### config.mk
export PLATFORM = sky130hd
export DESIGN_NAME = branch_resolve_unit
export DESIGN_NICKNAME = d
export VERILOG_FILES = /design/src/rtl/branch_resolve_unit.sv
export SDC_FILE = /design/constraint.sdc
export NUM_CORES = 1
export LEC_CHECK = 0
export CAP_MARGIN = 10
export CORE_MARGIN = 8
export CORE_UTILIZATION = 25
export DETAILED_ROUTE_END_ITERATION = 8
export MAX_ROUTING_LAYER = met4
export PLACE_DENSITY = 0.48
export SYNTH_ARGS = -nofsm -noshare
export SYNTH_HDL_FRONTEND = slang
export SYNTH_SLANG_ARGS = --single-unit
### constraint.sdc
create_clock -name clk -period 18.7 [get_ports clk]
set_input_delay 2.805 -clock clk [delete_from_list [all_inputs] [get_ports clk]]
set_output_delay 2.805 -clock clk [all_outputs]
set_load 0.1 [all_outputs]
### src/rtl/branch_resolve_unit.sv
// Branch resolution: turns comparator flags into taken/not-taken, flags mispredicts, trains the predictor.
// Latency: BrUn/stall_ex combinational; redirect, update-queue push and counters visible one cycle after resolve.
// Backpressure: a full update queue stalls conditional branches in EX via stall_ex; upd_valid/upd_ready drains it.
//
// Ports:
//   clk, rst                     clock and async active-high reset
//   ex_*                         instruction in EX plus its fetch-time prediction
//   BrEq, BrLT / BrUn            comparator flags in, unsigned select out
//   stall_ex                     hold EX while the update queue is full
//   redirect_valid, redirect_pc  one-cycle registered flush with the corrected next PC
//   upd_*                        predictor training queue head (valid/ready)
//   br_cnt, mis_cnt              saturating performance counters

// Generic FIFO with registered storage. Head is readable while popVld is high.
module fifo #(
  parameter int WIDTH = 8,
  parameter int DEPTH = 4
) (
  input  logic             clk,
  input  logic             rst,
  input  logic             pushVld,
  input  logic [WIDTH-1:0] pushDat,
  output logic             full,
  output logic             popVld,
  input  logic             popRdy,
  output logic [WIDTH-1:0] popDat
);
  localparam int AW = $clog2(DEPTH);

  logic [WIDTH-1:0] mem [DEPTH];
  logic [AW-1:0]    wrPtr;
  logic [AW-1:0]    rdPtr;
  logic [AW:0]      count;
  logic             doPush;
  logic             doPop;

  assign full   = (count == (AW+1)'(DEPTH));
  assign popVld = (count != '0);
  assign popDat = mem[rdPtr];
  assign doPush = pushVld & ~full;
  assign doPop  = popVld & popRdy;

  // Storage is cleared on reset so the head reads as zero out of reset.
  always_ff @(posedge clk or posedge rst) begin
    if (rst) begin
      wrPtr <= '0;
      rdPtr <= '0;
      count <= '0;
      for (int i = 0; i < DEPTH; i++) mem[i] <= '0;
    end else begin
      if (doPush) begin
        mem[wrPtr] <= pushDat;
        wrPtr      <= wrPtr + AW'(1);
      end
      if (doPop) rdPtr <= rdPtr + AW'(1);
      if (doPush && !doPop)      count <= count + (AW+1)'(1);
      else if (!doPush && doPop) count <= count - (AW+1)'(1);
    end
  end
endmodule

module branch_resolve_unit #(
  parameter int XLEN     = 32,
  parameter int UQ_DEPTH = 4,
  parameter int CNT_W    = 32
) (
  input  logic            clk,
  input  logic            rst,
  input  logic            ex_valid,
  input  logic            ex_is_br,
  input  logic            ex_is_jmp,
  input  logic [2:0]      ex_funct3,
  input  logic [XLEN-1:0] ex_pc,
  input  logic [XLEN-1:0] ex_target,
  input  logic            ex_pred_taken,
  input  logic [XLEN-1:0] ex_pred_target,
  input  logic            BrEq,
  input  logic            BrLT,
  output logic            BrUn,
  output logic            stall_ex,
  output logic            redirect_valid,
  output logic [XLEN-1:0] redirect_pc,
  output logic            upd_valid,
  input  logic            upd_ready,
  output logic [XLEN-1:0] upd_pc,
  output logic            upd_taken,
  output logic            upd_mispred,
  output logic [CNT_W-1:0] br_cnt,
  output logic [CNT_W-1:0] mis_cnt
);
  localparam logic [0:0] RUN    = 1'b0;
  localparam logic [0:0] SQUASH = 1'b1;

  logic [0:0]      state;
  logic            queueFull;
  logic            legalF3;
  logic            isCondBr;
  logic            brTaken;
  logic            taken;
  logic            mispred;
  logic            resolve;
  logic            resolveLegal;
  logic            doRedirect;
  logic            doPush;
  logic [XLEN-1:0] nextPc;

  // funct3[1] distinguishes BLTU/BGEU from BLT/BGE.
  assign BrUn = ex_funct3[1];

  // Conservative: a pop in this same cycle does not release the stall.
  assign stall_ex = ex_valid & ex_is_br & queueFull & ~redirect_valid;

  // funct3 010/011 are not branch encodings. A jump flag overrides the branch flag.
  assign legalF3  = (ex_funct3[2:1] != 2'b01);
  assign isCondBr = ex_is_br & ~ex_is_jmp & legalF3;

  always_comb begin
    brTaken = 1'b0;
    case (ex_funct3)
      3'b000:         brTaken = BrEq;
      3'b001:         brTaken = ~BrEq;
      3'b100, 3'b110: brTaken = BrLT;
      3'b101, 3'b111: brTaken = ~BrLT;
      default:        brTaken = 1'b0;
    endcase
  end

  assign taken   = ex_is_jmp | (isCondBr & brTaken);
  assign nextPc  = taken ? ex_target : ex_pc + XLEN'(4);
  assign mispred = (ex_pred_taken != taken) | (taken & (ex_pred_target != ex_target));

  // While the redirect pulse is out, whatever sits in EX is wrong-path.
  assign resolve      = ex_valid & (ex_is_br | ex_is_jmp) & ~stall_ex & ~redirect_valid;
  assign resolveLegal = resolve & (ex_is_jmp | isCondBr);
  assign doRedirect   = resolveLegal & mispred;
  assign doPush       = resolve & isCondBr;

  assign redirect_valid = (state == SQUASH);

  always_ff @(posedge clk or posedge rst) begin
    if (rst) begin
      state       <= RUN;
      redirect_pc <= '0;
    end else begin
      case (state)
        RUN: begin
          if (doRedirect) begin
            state       <= SQUASH;
            redirect_pc <= nextPc;
          end
        end
        SQUASH:  state <= RUN;
        default: state <= RUN;
      endcase
    end
  end

  always_ff @(posedge clk or posedge rst) begin
    if (rst) begin
      br_cnt  <= '0;
      mis_cnt <= '0;
    end else begin
      if (doPush && (br_cnt != '1))      br_cnt  <= br_cnt + CNT_W'(1);
      if (doRedirect && (mis_cnt != '1)) mis_cnt <= mis_cnt + CNT_W'(1);
    end
  end

  fifo #(
    .WIDTH (XLEN + 2),
    .DEPTH (UQ_DEPTH)
  ) updQueue (
    .clk     (clk),
    .rst     (rst),
    .pushVld (doPush),
    .pushDat ({ex_pc, taken, mispred}),
    .full    (queueFull),
    .popVld  (upd_valid),
    .popRdy  (upd_ready),
    .popDat  ({upd_pc, upd_taken, upd_mispred})
  );
endmodule

==> Yosys cells after proc, flatten, opt, wreduce, memory -nomap -nowiden <==
Index checks and enable logic that the tools add are counted.
{ "word_totals": {"mem_bits_rw": 0, "latch_bits": 0, "elab_cells": 84, "in_bits": 108, "register_bits": 240, "out_inout_bits": 134, "mem_bits_ro": 0, "n_memories": 0} }
{ "classes": {"mux": 12, "n_mul": 0, "shift": 0, "order_cmp": 3, "reduce_logical": 13, "add_sub_neg": 7, "div_mod_pow": 0, "bitwise_logic": 27, "n_eq_ne": 11} }
{ "ops": {"columns": ["cell", "count"], "rows": [
  ["136-bit bitwise mux", 1],
  ["34-bit 2-to-1 mux", 3],
  ["34-bit binary-select mux with 2-bit select", 1],
  ["34-bit demux with 2-bit select", 1],
  ["32-bit by 1-bit adder with 32-bit output (second input constant)", 2],
  ["32-bit inequality test (second input constant)", 2],
  ["32-bit by 3-bit adder with 32-bit output (second input constant)", 1],
  ["32-bit 2-to-1 mux", 1],
  ["32-bit inequality test", 1],
  ["1-bit bitwise AND", 15],
  ["3-bit == test (second input constant)", 5],
  ["3-bit greater-or-equal comparator (second input constant)", 2],
  ["3-bit 2-to-1 mux", 2],
  ["1-bit inverter", 6],
  ["2-bit inverter with 3-bit output", 2],
  ["1-bit logical AND", 5],
  ["2-bit by 1-bit adder with 2-bit output (second input constant)", 2],
  ["1-bit bitwise OR", 4],
  ["1-bit one-hot mux with 4 select lines", 1],
  ["2-bit OR reduction", 2],
  ["3-bit by 1-bit adder with 3-bit output (second input constant)", 1],
  ["3-bit by 1-bit == test with 1-bit output (second input constant)", 1],
  ["3-bit logical NOT", 1],
  ["3-bit by 1-bit < comparator with 1-bit output (second input constant)", 1],
  ["other kinds (9)", 10]
]} }

==> Logic depth before layout (Yosys ltp) <==
{ "logic_depth": {"depth_word": 12, "ltp_mapped": 12, "mapped_depth_nobuf": 11} }

==> Modules after synthesis <==
Synthesis repeated with hierarchy kept, for this count alone.
{ "hier_totals": {"cells_unflattened": 925, "area_unflattened_um2": 11947.7} }
{ "by_module_without_submodules": {"columns": ["mod", "seq_area_each_um2", "area_per_inst_um2", "cells_per_inst", "instances"], "rows": [
  ["fifo", 3578.4, 6313.6, 365, 1],
  ["branch_resolve_unit", 2427.3, 5634.2, 560, 1]
]} }

==> Worst setup path before layout <==
Ideal clock, no wire load.
{ "synth_timing": {"path_kind": "input -> output", "from": "input port ex_is_br", "to": "output port stall_ex", "path_stages": 2, "arrival_time_ns": 5.103, "n_path_buf": 0, "slack_ns": 10.792, "cell_sequence": "nand3_1 > nor3b_1"} }
{ "synth_between": {"elab_chain_cells": 3} }
{ "synth_lines": {"columns": ["item", "line", "text"], "rows": [
  ["start: declaration", "70", "input logic ex_is_br,"],
  ["1-bit bitwise AND (3 in a row)", "111", "assign stall_ex = ex_valid & ex_is_br & queueFull & ~redirect_valid;"],
  ["end: declaration", "80", "output logic stall_ex,"]
]} }
No other way between the ends.

==> Final worst setup path <==
Ends and elaborated chain as after synthesis.

==> flow_metrics.env <==
export IMPL_p_leak_uw=0.00674
export IMPL_synth_edf_count=0
export IMPL_track_usage=0.140
export IMPL_synth_seq_cells=240
export IMPL_slowest_delay_ns=1.17
export IMPL_tritoncts="built"
export IMPL_post_cts_setup_buffers=0
export IMPL_cts_root_buf="clkbuf_16"
export IMPL_syn_nets=1082
export IMPL_firstDrtPassIters=4
export IMPL_drt_iter0_markers=434
export IMPL_hold_path_startpoint="updQueue.mem[35]"
export IMPL_synth_top_flop_cell="dfrtp_1"
export IMPL_pre_cts_ws_ns=10.88
export IMPL_antenna_found_initial=4
export IMPL_worstSetupEndpointType="primary output"
export IMPL_hold_path_depth=2
export IMPL_reg2reg_from="updQueue.count[0]"
export IMPL_start_util=0.253
export IMPL_clock_latency_ns=0.56
export IMPL_max_clock_freq_mhz=128
export IMPL_netlist_area_um2=11800
export IMPL_hold_end="updQueue.mem[35]"
export IMPL_period_minus_slack_ns=7.80
export IMPL_seq_area_um2=6010
export IMPL_fin_ws_ns=10.90
export IMPL_period_share=0.417
export IMPL_seq_area_frac_synth=0.510
export IMPL_rsz0062_at_grt="no"
export IMPL_drt_wirelength_per_cell_um=20.4
export IMPL_setup_tns_ns=0
export IMPL_path_class="in2out"
export IMPL_skew_ns=0.00769
export IMPL_synth_top_area_share=0.510
export IMPL_path_common_cell="clkdlybuf4s50_1"
export IMPL_yosys_warnings=0
export IMPL_layout_common_cells="241 x clkdlybuf4s50_1, 238 x dfrtp_1, 113 x mux2_1"
export IMPL_multiInputGateArea_um2=5480
export IMPL_clk_pin_slew_ns=0.06
export IMPL_io_buffer_count=241
export IMPL_cts_buffers=30
export IMPL_via_per_inst=4.49
export IMPL_synth_cell_type_count=51
export IMPL_path_cells="clkdlybuf4s50_1 -> nand3_1 -> nor3b_1 -> clkdlybuf4s50_1"
export IMPL_cts_hold_buf=0
export IMPL_worstMarginPinSlew_ns=1.11
export IMPL_r2r_setup_slack_ns=15.79
export IMPL_vias=8237
export IMPL_floorplan_die_height_um=233
export IMPL_crit_arrival_ns=5.00
export IMPL_clockBufferDepth=3
export IMPL_area_growth_pct=34.8
export IMPL_whs_ns=0.483
export IMPL_setup_violations_final=0
export IMPL_grt_ovfl_total=0
export IMPL_maxCapViolations=0
export IMPL_ir_worst_vdd_v=0.000108
export IMPL_fp_coreArea_um2=46600
export IMPL_status="finished, final reports clean"
export IMPL_crit_fanout=4
export IMPL_final_hold_viol_count=0
export IMPL_dieArea_um2=54300
export IMPL_layout_nets=1316
export IMPL_slew_viol_final=0
export IMPL_row_count=79
export IMPL_syn_avg_cell_area_um2=12.2
export IMPL_cts_resized=0
export IMPL_hp_class="reg2reg"
export IMPL_grt_max_degree=104
export IMPL_die_w_um=233
export IMPL_n_fill_cell=4659
export IMPL_drc=0
export IMPL_synth_top_area_cell="dfrtp_1"
export IMPL_relSlewSlack=0.256
export IMPL_htreeDepth=1
export IMPL_netlist_instances=965
export IMPL_grt_pass1_wl_um=56800
export IMPL_rr_worst_depth=8
export IMPL_grt_pass1_vias=8836
export IMPL_wirelength_um=37300
export IMPL_drtAntennaViolNets=0
export IMPL_fin_util=0.341
export IMPL_layout_drive_gt1_share=0.114
export IMPL_ys_top_cells_by_area="dfrtp_1 51%, mux2_1 11%, mux4_2 6.5%"
export IMPL_hpwl_um=26700
export IMPL_cp_data_required_time_ns=15.89
export IMPL_r2r_end="updQueue.mem[4]"
export IMPL_startpoint_type="input port"
export IMPL_final_common_cell="clkdlybuf4s50_1"
export IMPL_synthArstFlopShare=1.00
export IMPL_pin_count=242
export IMPL_powerDensity_nw_per_um2=177
export IMPL_cts_num_sinks=240
export IMPL_critPathSlowestCell="clkdlybuf4s50_1"
export IMPL_gp_congestion=0.763
-- power by group --
part           internal [µW]  leakage (µW)  switching, µW
combinational            403       0.00316            982
sequential               695       0.00307            116
clock                    377      0.000515            237
-- worst max-delay path: cells and delay by family --
| family | cells | cell delay, ns |
|---|---|---|
| buffers and inverters | 2 | 1.75 |
| AND/OR/NAND/NOR | 2 | 0.44 |
-- synth_stat cells (all sizes together) (2+ instances only) --
library cell  instances
nor4b                 3
o21ai                64
or2                   7
nor3                 17
nor2                 28
and4                 10
nand4                28
and2                  7
xnor2                77
nor4                 11
mux2i                11
clkbuf               19
dfrtp               240
ha                    8
xor2                 49
nand2                99
o221a                 2
mux2                128
mux4                 34
and3                 14
buf                  29
nand2b                2
nand3                40
or4                   2
or3                   8
inv                  18
-- through the flow --
stage | cells | instance area (µm²) | power [µW]
3_3_place_gp | 1774 | 14800 | 2210
3_5_place_dp | 1774 | 14800 | 2230
4_1_cts | 1830 | 15900 | 2860
2_1_floorplan | 965 | 11800 | 1870
6_report | 1834 | 15900 | 2810
5_1_grt | 1834 | 15900 | 2940
-- how the worst max path moves through the flow --
stage,start,to,slack (ns),depth (start not counted)
6_report,ex_is_br,stall_ex,10.90,4
5_1_grt,ex_is_br,stall_ex,10.83,4
4_1_cts,ex_is_br,stall_ex,10.87,4
3_5_place_dp,ex_is_br,stall_ex,10.88,4
3_3_place_gp,ex_is_br,stall_ex,10.86,4
2_1_floorplan,rst,br_cnt[0],9.31,1
-- sequential cells by signal, indices dropped and copies added (netlist names) --
signal          cells
redirect_valid      1
updQueue.wrPtr      2
updQueue.mem      136
br_cnt             32
mis_cnt            32
redirect_pc        32
updQueue.count      3
updQueue.rdPtr      2
-- area by class of cell --
class / count / area share
clock buffers: 39 / 0.0539
flip-flops and latches: 240 / 0.379
multi-input cells: 659 / 0.345
repair buffers: 250 / 0.156
diodes: 4 / 0.000631
well taps: 607 / 0.0479
inverters: 18 / 0.00473
clock inverters: 17 / 0.0128
-- logic make-up (layout without fill, tap and decap cells) --
logic type | after synthesis | count (layout) | share of synthesized area
flip-flops | 240 | 240 | 0.510
AO/OA/AOI/OAI | 71 | 71 | 0.0341
buffers and inverters | 66 | 324 | 0.0256
XOR/XNOR | 126 | 126 | 0.0944
multiplexers | 173 | 173 | 0.197
adder cells (fa/ha/maj) | 9 | 9 | 0.0102
AND/OR/NAND/NOR | 280 | 280 | 0.129
other | 0 | 4 | 0
-- metal layers --
metal | GRT usage | share of wire | vias up
met3 | 0.0463 | 0.081 | 40
met5 | - | 0 | -
met4 | 0.0254 | 0.017 | 0
met2 | 0.213 | 0.44 | 228
met1 | 0.183 | 0.46 | 4073
li1 | - | - | 3896
(Power assumes the default switching activity.)
